File: src/rtl/fraction_reducer.sv
// Reduces an unsigned fraction num/den to lowest terms using a binary GCD loop
// followed by two parallel restoring dividers; valid/ready on both sides.
module fraction_reducer #(
    parameter int unsigned N = 16
) (
    input  logic         clk,
    input  logic         rst,
    input  logic         in_valid,
    output logic         in_ready,
    input  logic [N-1:0] num,
    input  logic [N-1:0] den,
    output logic         out_valid,
    input  logic         out_ready,
    output logic [N-1:0] num_out,
    output logic [N-1:0] den_out,
    output logic [N-1:0] gcf_out,
    output logic         err
);

    localparam int unsigned KW = $clog2(N) + 1;
    localparam logic [KW-1:0] LastCnt = KW'(N - 1);

    typedef enum logic [1:0] {StIdle, StGcd, StDiv, StDone} state_t;

    state_t        state;
    logic [N-1:0]  num_l, den_l;
    logic [N-1:0]  a, b, gcf;
    logic [KW-1:0] k;
    logic [KW-1:0] cnt;
    logic [N-1:0]  rem_n, rem_d;
    logic [N-1:0]  quo_n, quo_d;

    // Restoring step: shift the next dividend bit into the partial remainder.
    logic [N:0]   trial_n, trial_d;
    logic         ge_n, ge_d;
    logic [N-1:0] rem_n_nxt, rem_d_nxt;

    always_comb begin
        trial_n   = {rem_n, quo_n[N-1]};
        trial_d   = {rem_d, quo_d[N-1]};
        ge_n      = trial_n >= {1'b0, gcf};
        ge_d      = trial_d >= {1'b0, gcf};
        // Only taken when trial >= gcf, so the difference fits in N bits.
        rem_n_nxt = trial_n[N-1:0] - gcf;
        rem_d_nxt = trial_d[N-1:0] - gcf;
    end

    always_ff @(posedge clk or posedge rst) begin
        if (rst) begin
            state     <= StIdle;
            in_ready  <= 1'b0;
            out_valid <= 1'b0;
            num_out   <= '0;
            den_out   <= '0;
            gcf_out   <= '0;
            err       <= 1'b0;
            num_l     <= '0;
            den_l     <= '0;
            a         <= '0;
            b         <= '0;
            gcf       <= '0;
            k         <= '0;
            cnt       <= '0;
            rem_n     <= '0;
            rem_d     <= '0;
            quo_n     <= '0;
            quo_d     <= '0;
        end else begin
            unique case (state)
                StIdle: begin
                    in_ready <= 1'b1;
                    if (in_valid && in_ready) begin
                        in_ready <= 1'b0;
                        num_l    <= num;
                        den_l    <= den;
                        a        <= num;
                        b        <= den;
                        k        <= '0;
                        if (den == '0) begin
                            state     <= StDone;
                            out_valid <= 1'b1;
                            err       <= 1'b1;
                            num_out   <= num;
                            den_out   <= '0;
                            gcf_out   <= '0;
                        end else if (num == '0) begin
                            state     <= StDone;
                            out_valid <= 1'b1;
                            err       <= 1'b0;
                            num_out   <= '0;
                            den_out   <= N'(1);
                            gcf_out   <= den;
                        end else begin
                            state <= StGcd;
                        end
                    end
                end
                StGcd: begin
                    if (a == b) begin
                        gcf   <= a << k;
                        rem_n <= '0;
                        rem_d <= '0;
                        quo_n <= num_l;
                        quo_d <= den_l;
                        cnt   <= '0;
                        state <= StDiv;
                    end else if (!a[0] && !b[0]) begin
                        a <= a >> 1;
                        b <= b >> 1;
                        k <= k + 1'b1;
                    end else if (!a[0]) begin
                        a <= a >> 1;
                    end else if (!b[0]) begin
                        b <= b >> 1;
                    end else if (a > b) begin
                        a <= a - b;
                    end else begin
                        b <= b - a;
                    end
                end
                StDiv: begin
                    // Dividend bits leave at the top while quotient bits enter at the bottom.
                    rem_n <= ge_n ? rem_n_nxt : trial_n[N-1:0];
                    rem_d <= ge_d ? rem_d_nxt : trial_d[N-1:0];
                    quo_n <= {quo_n[N-2:0], ge_n};
                    quo_d <= {quo_d[N-2:0], ge_d};
                    cnt   <= cnt + 1'b1;
                    if (cnt == LastCnt) begin
                        state     <= StDone;
                        out_valid <= 1'b1;
                        err       <= 1'b0;
                        num_out   <= {quo_n[N-2:0], ge_n};
                        den_out   <= {quo_d[N-2:0], ge_d};
                        gcf_out   <= gcf;
                    end
                end
                StDone: begin
                    if (out_ready) begin
                        out_valid <= 1'b0;
                        in_ready  <= 1'b1;
                        state     <= StIdle;
                    end
                end
                default: state <= StIdle;
            endcase
        end
    end

endmodule

File: config.mk
export PLATFORM = sky130hd
export DESIGN_NAME = fraction_reducer
export DESIGN_NICKNAME = d
export VERILOG_FILES = /design/src/rtl/fraction_reducer.sv
export SDC_FILE = /design/constraint.sdc
export NUM_CORES = 1
export LEC_CHECK = 0
export BUFFER_PORTS_ARGS = -buffer_cell sky130_fd_sc_hd__buf_2
export CAP_MARGIN = 40
export CORE_ASPECT_RATIO = 0.75
export CORE_MARGIN = 4
export CORE_UTILIZATION = 56
export CTS_CLUSTER_SIZE = 28
export DETAILED_ROUTE_END_ITERATION = 8
export PLACE_DENSITY = 0.78
export SETUP_SLACK_MARGIN = 0.2
export SLEW_MARGIN = 20
export SYNTH_ARGS = -nofsm -noshare
export SYNTH_HDL_FRONTEND = slang
export SYNTH_SLANG_ARGS = --single-unit
File: constraint.sdc
create_clock -name clk -period 5.6 [get_ports clk]
set_input_delay 0 -clock clk [delete_from_list [all_inputs] [get_ports clk]]
set_output_delay 0 -clock clk [all_outputs]
set_load 0.05 [all_outputs]
Word-level counts from Yosys, hierarchy flattened
Cells that the tools add are included.
- add/sub/neg operators: 6
- magnitude comparators: 3
- eq/ne operators: 16
- shift operators: 1
- mux-type cells: 65
- reductions and logical operators: 24
- operator list (operator ; number):
    two-way mux 16 bit ; 29
    one-hot mux 16 bit (2 select lines) ; 9
    subtractor 16 bit ; 4
    >= comparator 17 x 16 -> 1 bit ; 2
    zero test 16 bit ; 2
    two-way mux 5 bit ; 4
    one-hot mux 5 bit (2 select lines) ; 2
    equality test 16 bit ; 1
    > comparator 16 bit ; 1
    AND reduction 4 bit ; 4
    << shifter 16 x 5 -> 16 bit ; 1
    AND reduction 5 bit ; 3
    two-way mux 2 bit ; 6
    != test 2 bit (second input constant) ; 6
    != test 4 bit (second input constant) ; 3
    two-way mux 1 bit ; 11
    adder 5 x 1 -> 5 bit (second input constant) ; 2
    one-hot mux 2 bit (4 select lines) ; 1
    AND reduction 2 bit ; 4
    nonzero test 2 bit ; 4
    != test 3 bit (second input constant) ; 2
    equality test 5 x 4 -> 1 bit (second input constant) ; 1
    equality test 2 bit (second input constant) ; 2
    one-hot mux 1 bit (2 select lines) ; 2
    7 further kinds ; 9
- flip-flop bits (word level): 207
- input bits: 36

Longest topological paths before layout
- depth in word-level cells: 7
- mapped depth: 13

Least setup slack after synthesis
No wires, ideal clock.
- path type: register to register
- start: reg a[0]
- end: reg a[3]
- data arrival time: 2867 ps
- required time: 5468 ps
- path slack: 2601 ps
- cell stages (with the launch flop): 14
- buffers on the path: 1
- period minus slack after synthesis: 2999 ps
- path through: dfrtp_1 inv_1 ha_1 inv_1 fa_1 a21o_1 a221oi_2 o21ai_2 a31o_4 a31oi_1 nor3_2 buf_6 a221oi_2 o22ai_1
- cells in the longest elaborated chain, start to end: 7
- RTL lines (what ; line ; source):
    start: declaration ; 27 ; logic [N-1:0] a, b, gcf;
    start signal: assignment ; 76 ; a <= num;
    start signal: assignment ; 108 ; a <= a >> 1;
    start signal: assignment ; 112 ; a <= a >> 1;
    subtractor 16 bit ; 116 ; a <= a - b;
    two-way mux 16 bit ; 115 ; end else if (a > b) begin
    two-way mux 16 bit ; 113 ; end else if (!b[0]) begin
    two-way mux 16 bit ; 111 ; end else if (!a[0]) begin
    two-way mux 16 bit ; 107 ; end else if (!a[0] && !b[0]) begin
    two-way mux 16 bit ; 99 ; if (a == b) begin
    one-hot mux 16 bit (2 select lines) ; 69 ; unique case (state)
Parallel ways exist; a longest one is shown, timed or not. The select of a mux whose other input is x is not followed.
A chain may end at the register's enable or synchronous reset.

Worst setup path in the final report
- start: reg a[0]
- end: reg a[12]
The elaborated chain is that of the path after synthesis.

==> results.sh <==
export IMPL_timing_setup_tns_ps=0
export IMPL_die_area_um2=26300
export IMPL_final_min_clock_period_ps=3790
export IMPL_crit_reg2reg_launch="a[0]$_DFFE_PP0P_"
export IMPL_floorplan_rows=48
export IMPL_finalClockSkew_ps=16.9
export IMPL_viasPerCell=6.55
export IMPL_regToRegEndpoint="a[12]$_DFFE_PP0P_"
export IMPL_hold_viol=0
export IMPL_gpl_final_weighted_congestion=0.987
export IMPL_unrepaired_setup_endpoints_after_global_routing="no"
export IMPL_cp_num_cells=13
export IMPL_timing_slew_headroom_pct=26.2
export IMPL_floorplan_core_area_um2=23200
export IMPL_reg2reg_setup_slack_ps=1810
export IMPL_netlist_area_um2=13300
export IMPL_nNetsFinal=1668
export IMPL_grt_peak_use_layer="met1"
export IMPL_most_used_cells_in_the_layout_excluding_fill_and_tap_cells="sky130_fd_sc_hd__dfrtp_1 (207), sky130_fd_sc_hd__nand2_1 (156), sky130_fd_sc_hd__nor2_1 (114), sky130_fd_sc_hd__a21oi_1 (112), sky130_fd_sc_hd__o21ai_0 (91)"
export IMPL_h_tree_depth=1
export IMPL_routed_wl_mm=41.9
export IMPL_synth_net_count=1593
export IMPL_critical_path_slowest_cell="sky130_fd_sc_hd__a31oi_1"
export IMPL_r2r_cells=13
export IMPL_ioPinCount=87
export IMPL_fp_dieH_um=141
export IMPL_fmax_ghz=0.264
export IMPL_timing_final_setup_violations=0
export IMPL_critical_path_top_cell_by_count="sky130_fd_sc_hd__inv_1"
export IMPL_worst_skew_pair_late_latency_ps=540
export IMPL_final_design_area_no_fill_um2=15100
export IMPL_cts_clk_slew_worst_paths_ps=70
export IMPL_tightest_slew_ps=1110
export IMPL_syn_to_final_growth_pct=13.9
export IMPL_synth_seq_area_share_pct=39.0
export IMPL_antenna_found_initial=0
export IMPL_port_buffers=86
export IMPL_routed_wirelength_normalized_by_instance_count_um=22.4
export IMPL_grt_remaining_overflow=0
export IMPL_hold_path_class="in -> async"
export IMPL_synth_ff_type="sky130_fd_sc_hd__dfrtp_1"
export IMPL_worstPathMaxFanout=14
export IMPL_residual_drc=0
export IMPL_grtUsageMet1_pct=47.4
export IMPL_cts_root_buffer_cell="sky130_fd_sc_hd__clkbuf_16"
export IMPL_synth_cell_type_count=73
export IMPL_cts_buffers=23
export IMPL_postCtsResizedCells=0
export IMPL_worst_path_dominant_cell_family="compound AO/OA/AOI/OAI gates"
export IMPL_outcome="finished, final reports clean"
export IMPL_post_route_worst_setup_slack_ps=1810
export IMPL_synth_seq_cells=207
export IMPL_seq_area_um2=5180
export IMPL_globalRouteMet2Util_pct=44.8
export IMPL_post_place_ws_ps=1760
export IMPL_total_power_uw=11100
export IMPL_setup_worst_path_start_class="flip-flop"
export IMPL_synth_async_sr_flop_share_pct=100
export IMPL_clkSinkCount=207
export IMPL_crit_chain="inv_1 > ha_1 > inv_1 > fa_1 > a21o_1 > a221oi_2 > o21ai_2 > a31o_4 > a31oi_1 > nor3_2 > buf_4 > a221oi_1 > o31ai_1"
export IMPL_ys_warn_count=0
export IMPL_timing_critical_path_slowest_cell_delay_ps=500
export IMPL_cp_arrival_ps=4200
export IMPL_num_vias=12300
export IMPL_floorplan_initialDensity_pct=57.3
export IMPL_static_leakage_power_uw=0.00674
export IMPL_maxSlewViolCount=0
export IMPL_detailedPlacementHpwl_mm=28.9
export IMPL_worstPathBufferInverterCount=3
export IMPL_drt_pass1_iterations=6
export IMPL_clock_tree_from_tritoncts="done"
export IMPL_fillerInstances=1850
export IMPL_share_of_final_layout_standard_cells_stronger_than_drive_strength_1_pct=13.9
export IMPL_post_detailed_route_count_of_antenna_violating_nets=0
export IMPL_power_density_of_the_placed_cells_nw_per_um2=733
export IMPL_critPathRequiredTime_ps=6010
export IMPL_placedInstanceArea_um2=13900
export IMPL_synth_edff_count=0
export IMPL_finalCritPeriodShare_pct=67.7
export IMPL_clock_path_buffers=3
export IMPL_grt_max_degree=180
export IMPL_drtIter0Drc=1560
export IMPL_critPathKind="reg -> reg"
export IMPL_final_common_cell="sky130_fd_sc_hd__dfrtp_1"
export IMPL_max_cap_violations=0
export IMPL_postSynthCellCount=1481
export IMPL_first_global_vias=11500
export IMPL_gr_usage_all_layers_pct=31.4
export IMPL_power_ir_vdd_worst_uv=636
export IMPL_multi_input_comb_area_um2=7440
export IMPL_end_kind="flip-flop"
export IMPL_grtUsageMet3_pct=8.51
export IMPL_average_cell_area_after_synthesis_um2=8.97
export IMPL_dieWidth_um=186
export IMPL_grt_first_pass_wirelength_mm=65.7
==> through the flow <==
stage          hold slack (ps)  instances  utilization [%]
2_1_floorplan              151       1481                -
3_3_place_gp               124       1788             59.7
3_5_place_dp               138       1794             60.1
4_1_cts                    142       1870             65.1
5_1_grt                    172       1873             65.2
6_report                   128       1874             65.2
==> state kept, by name, indices dropped and copies added, names as in the netlist, 2 cells and up <==
name,flops
a,16
rem_d,16
den_l,16
b,16
quo_n,16
gcf_out,16
rem_n,16
num_l,16
gcf,16
cnt,5
state,2
quo_d,16
den_out,16
num_out,16
k,5
==> worst max path at each step <==
| stage | endpoint | slack, ps | from |
|---|---|---|---|
| after floorplan | a[3]$_DFFE_PP0P_ | 2600 | a[0]$_DFFE_PP0P_ |
| after global placement | a[9]$_DFFE_PP0P_ | 1880 | a[0]$_DFFE_PP0P_ |
| after detailed placement | a[9]$_DFFE_PP0P_ | 1760 | a[0]$_DFFE_PP0P_ |
| after CTS | a[9]$_DFFE_PP0P_ | 1730 | a[0]$_DFFE_PP0P_ |
| after global routing | b[9]$_DFFE_PP0P_ | 1690 | a[0]$_DFFE_PP0P_ |
| final | a[12]$_DFFE_PP0P_ | 1810 | a[0]$_DFFE_PP0P_ |
==> synth_stat cells (4+ instances only) <==
library cell | number | area [µm²]
sky130_fd_sc_hd__or3_1 | 16 | 100
sky130_fd_sc_hd__a31oi_1 | 24 | 150
sky130_fd_sc_hd__and2_1 | 7 | 43.8
sky130_fd_sc_hd__and4_1 | 5 | 43.8
sky130_fd_sc_hd__o211ai_1 | 5 | 37.5
sky130_fd_sc_hd__inv_1 | 71 | 267
sky130_fd_sc_hd__o31ai_2 | 7 | 87.6
sky130_fd_sc_hd__o22ai_1 | 48 | 300
sky130_fd_sc_hd__ha_1 | 72 | 901
sky130_fd_sc_hd__a21o_1 | 23 | 173
sky130_fd_sc_hd__nor3_1 | 30 | 150
sky130_fd_sc_hd__xor2_1 | 15 | 131
sky130_fd_sc_hd__o21ai_1 | 23 | 115
sky130_fd_sc_hd__o32ai_1 | 5 | 43.8
sky130_fd_sc_hd__and3_1 | 11 | 68.8
sky130_fd_sc_hd__mux2_2 | 34 | 383
sky130_fd_sc_hd__nor4_1 | 13 | 81.3
sky130_fd_sc_hd__mux2i_1 | 63 | 631
sky130_fd_sc_hd__o31a_1 | 7 | 61.3
sky130_fd_sc_hd__nand2b_1 | 8 | 50.1
sky130_fd_sc_hd__o31ai_1 | 23 | 173
sky130_fd_sc_hd__fa_1 | 4 | 80.1
sky130_fd_sc_hd__nor2b_1 | 9 | 56.3
sky130_fd_sc_hd__nand2_1 | 157 | 589
sky130_fd_sc_hd__o41ai_1 | 5 | 43.8
sky130_fd_sc_hd__xnor2_1 | 26 | 228
sky130_fd_sc_hd__dfrtp_1 | 207 | 5180
sky130_fd_sc_hd__o21ai_0 | 91 | 455
sky130_fd_sc_hd__a22o_1 | 23 | 201
sky130_fd_sc_hd__nand4_1 | 12 | 75.1
sky130_fd_sc_hd__a221oi_2 | 10 | 150
sky130_fd_sc_hd__a32oi_1 | 4 | 35.0
sky130_fd_sc_hd__nand3_1 | 28 | 140
sky130_fd_sc_hd__o221ai_1 | 4 | 35.0
sky130_fd_sc_hd__nand3b_1 | 4 | 30.0
sky130_fd_sc_hd__clkbuf_1 | 74 | 278
sky130_fd_sc_hd__nor2_1 | 114 | 428
sky130_fd_sc_hd__a221oi_1 | 12 | 105
sky130_fd_sc_hd__o21a_1 | 11 | 82.6
sky130_fd_sc_hd__a21oi_1 | 112 | 561
sky130_fd_sc_hd__buf_2 | 10 | 50.1
sky130_fd_sc_hd__buf_6 | 6 | 67.6
==> report_power, final <==
part | switching (µW) | internal, µW | leakage (µW) | total (µW)
Clock | 697 | 962 | 0.000389 | 1660
Combinational | 4320 | 2510 | 0.00383 | 6840
Sequential | 532 | 2060 | 0.00252 | 2600
Total | 5550 | 5540 | 0.00674 | 11100
==> worst reg2reg max path: stages, from the launching register on <==
cell and delay [ps]:
sky130_fd_sc_hd__dfrtp_1 420, sky130_fd_sc_hd__inv_1 200, sky130_fd_sc_hd__ha_1 200, sky130_fd_sc_hd__inv_1 60, sky130_fd_sc_hd__fa_1 410, sky130_fd_sc_hd__a21o_1 230, sky130_fd_sc_hd__a221oi_2 420, sky130_fd_sc_hd__o21ai_2 140
sky130_fd_sc_hd__a31o_4 290, sky130_fd_sc_hd__a31oi_1 500, sky130_fd_sc_hd__nor3_2 90, sky130_fd_sc_hd__buf_4 240, sky130_fd_sc_hd__a221oi_1 350, sky130_fd_sc_hd__o31ai_1 140
==> logic make-up (layout without fill, tap and decap cells) <==
| kind of cell | Yosys count | after routing | share of synthesized area (%) |
|---|---|---|---|
| compound gates | 468 | 468 | 23.3 |
| xor+xnor | 41 | 41 | 2.70 |
| fa+ha+maj | 76 | 76 | 7.38 |
| buf+inv | 168 | 260 | 5.26 |
| flops | 207 | 207 | 39.0 |
| mux | 98 | 98 | 7.80 |
| other cells | 0 | 1 | 0 |
| simple gates | 423 | 423 | 14.5 |
==> what timing repair did <==
item                                   in CTS  in global routing
hold buffers                               34                  0
buffers inserted                            0                  0
endpoints found under the hold margin     124                  0
==> per-layer routing <==
metal / vias up / routed length [µm]
met4: 0 / 1300
met3: 111 / 5000
met1: 5898 / 18000
met5: - / 0
li1: 5549 / -
met2: 712 / 17600
==> final cells by class <==
type	instances	share of cell area (%)
timing repair buffer	145	6.81
multi-input combinational	1106	49.2
antenna	1	0.0165
inverter	73	1.84
clock buffer	25	3.85
sequential	207	34.2
clock inverter	17	1.59
tap	300	2.48
(Power assumes the default switching activity.)
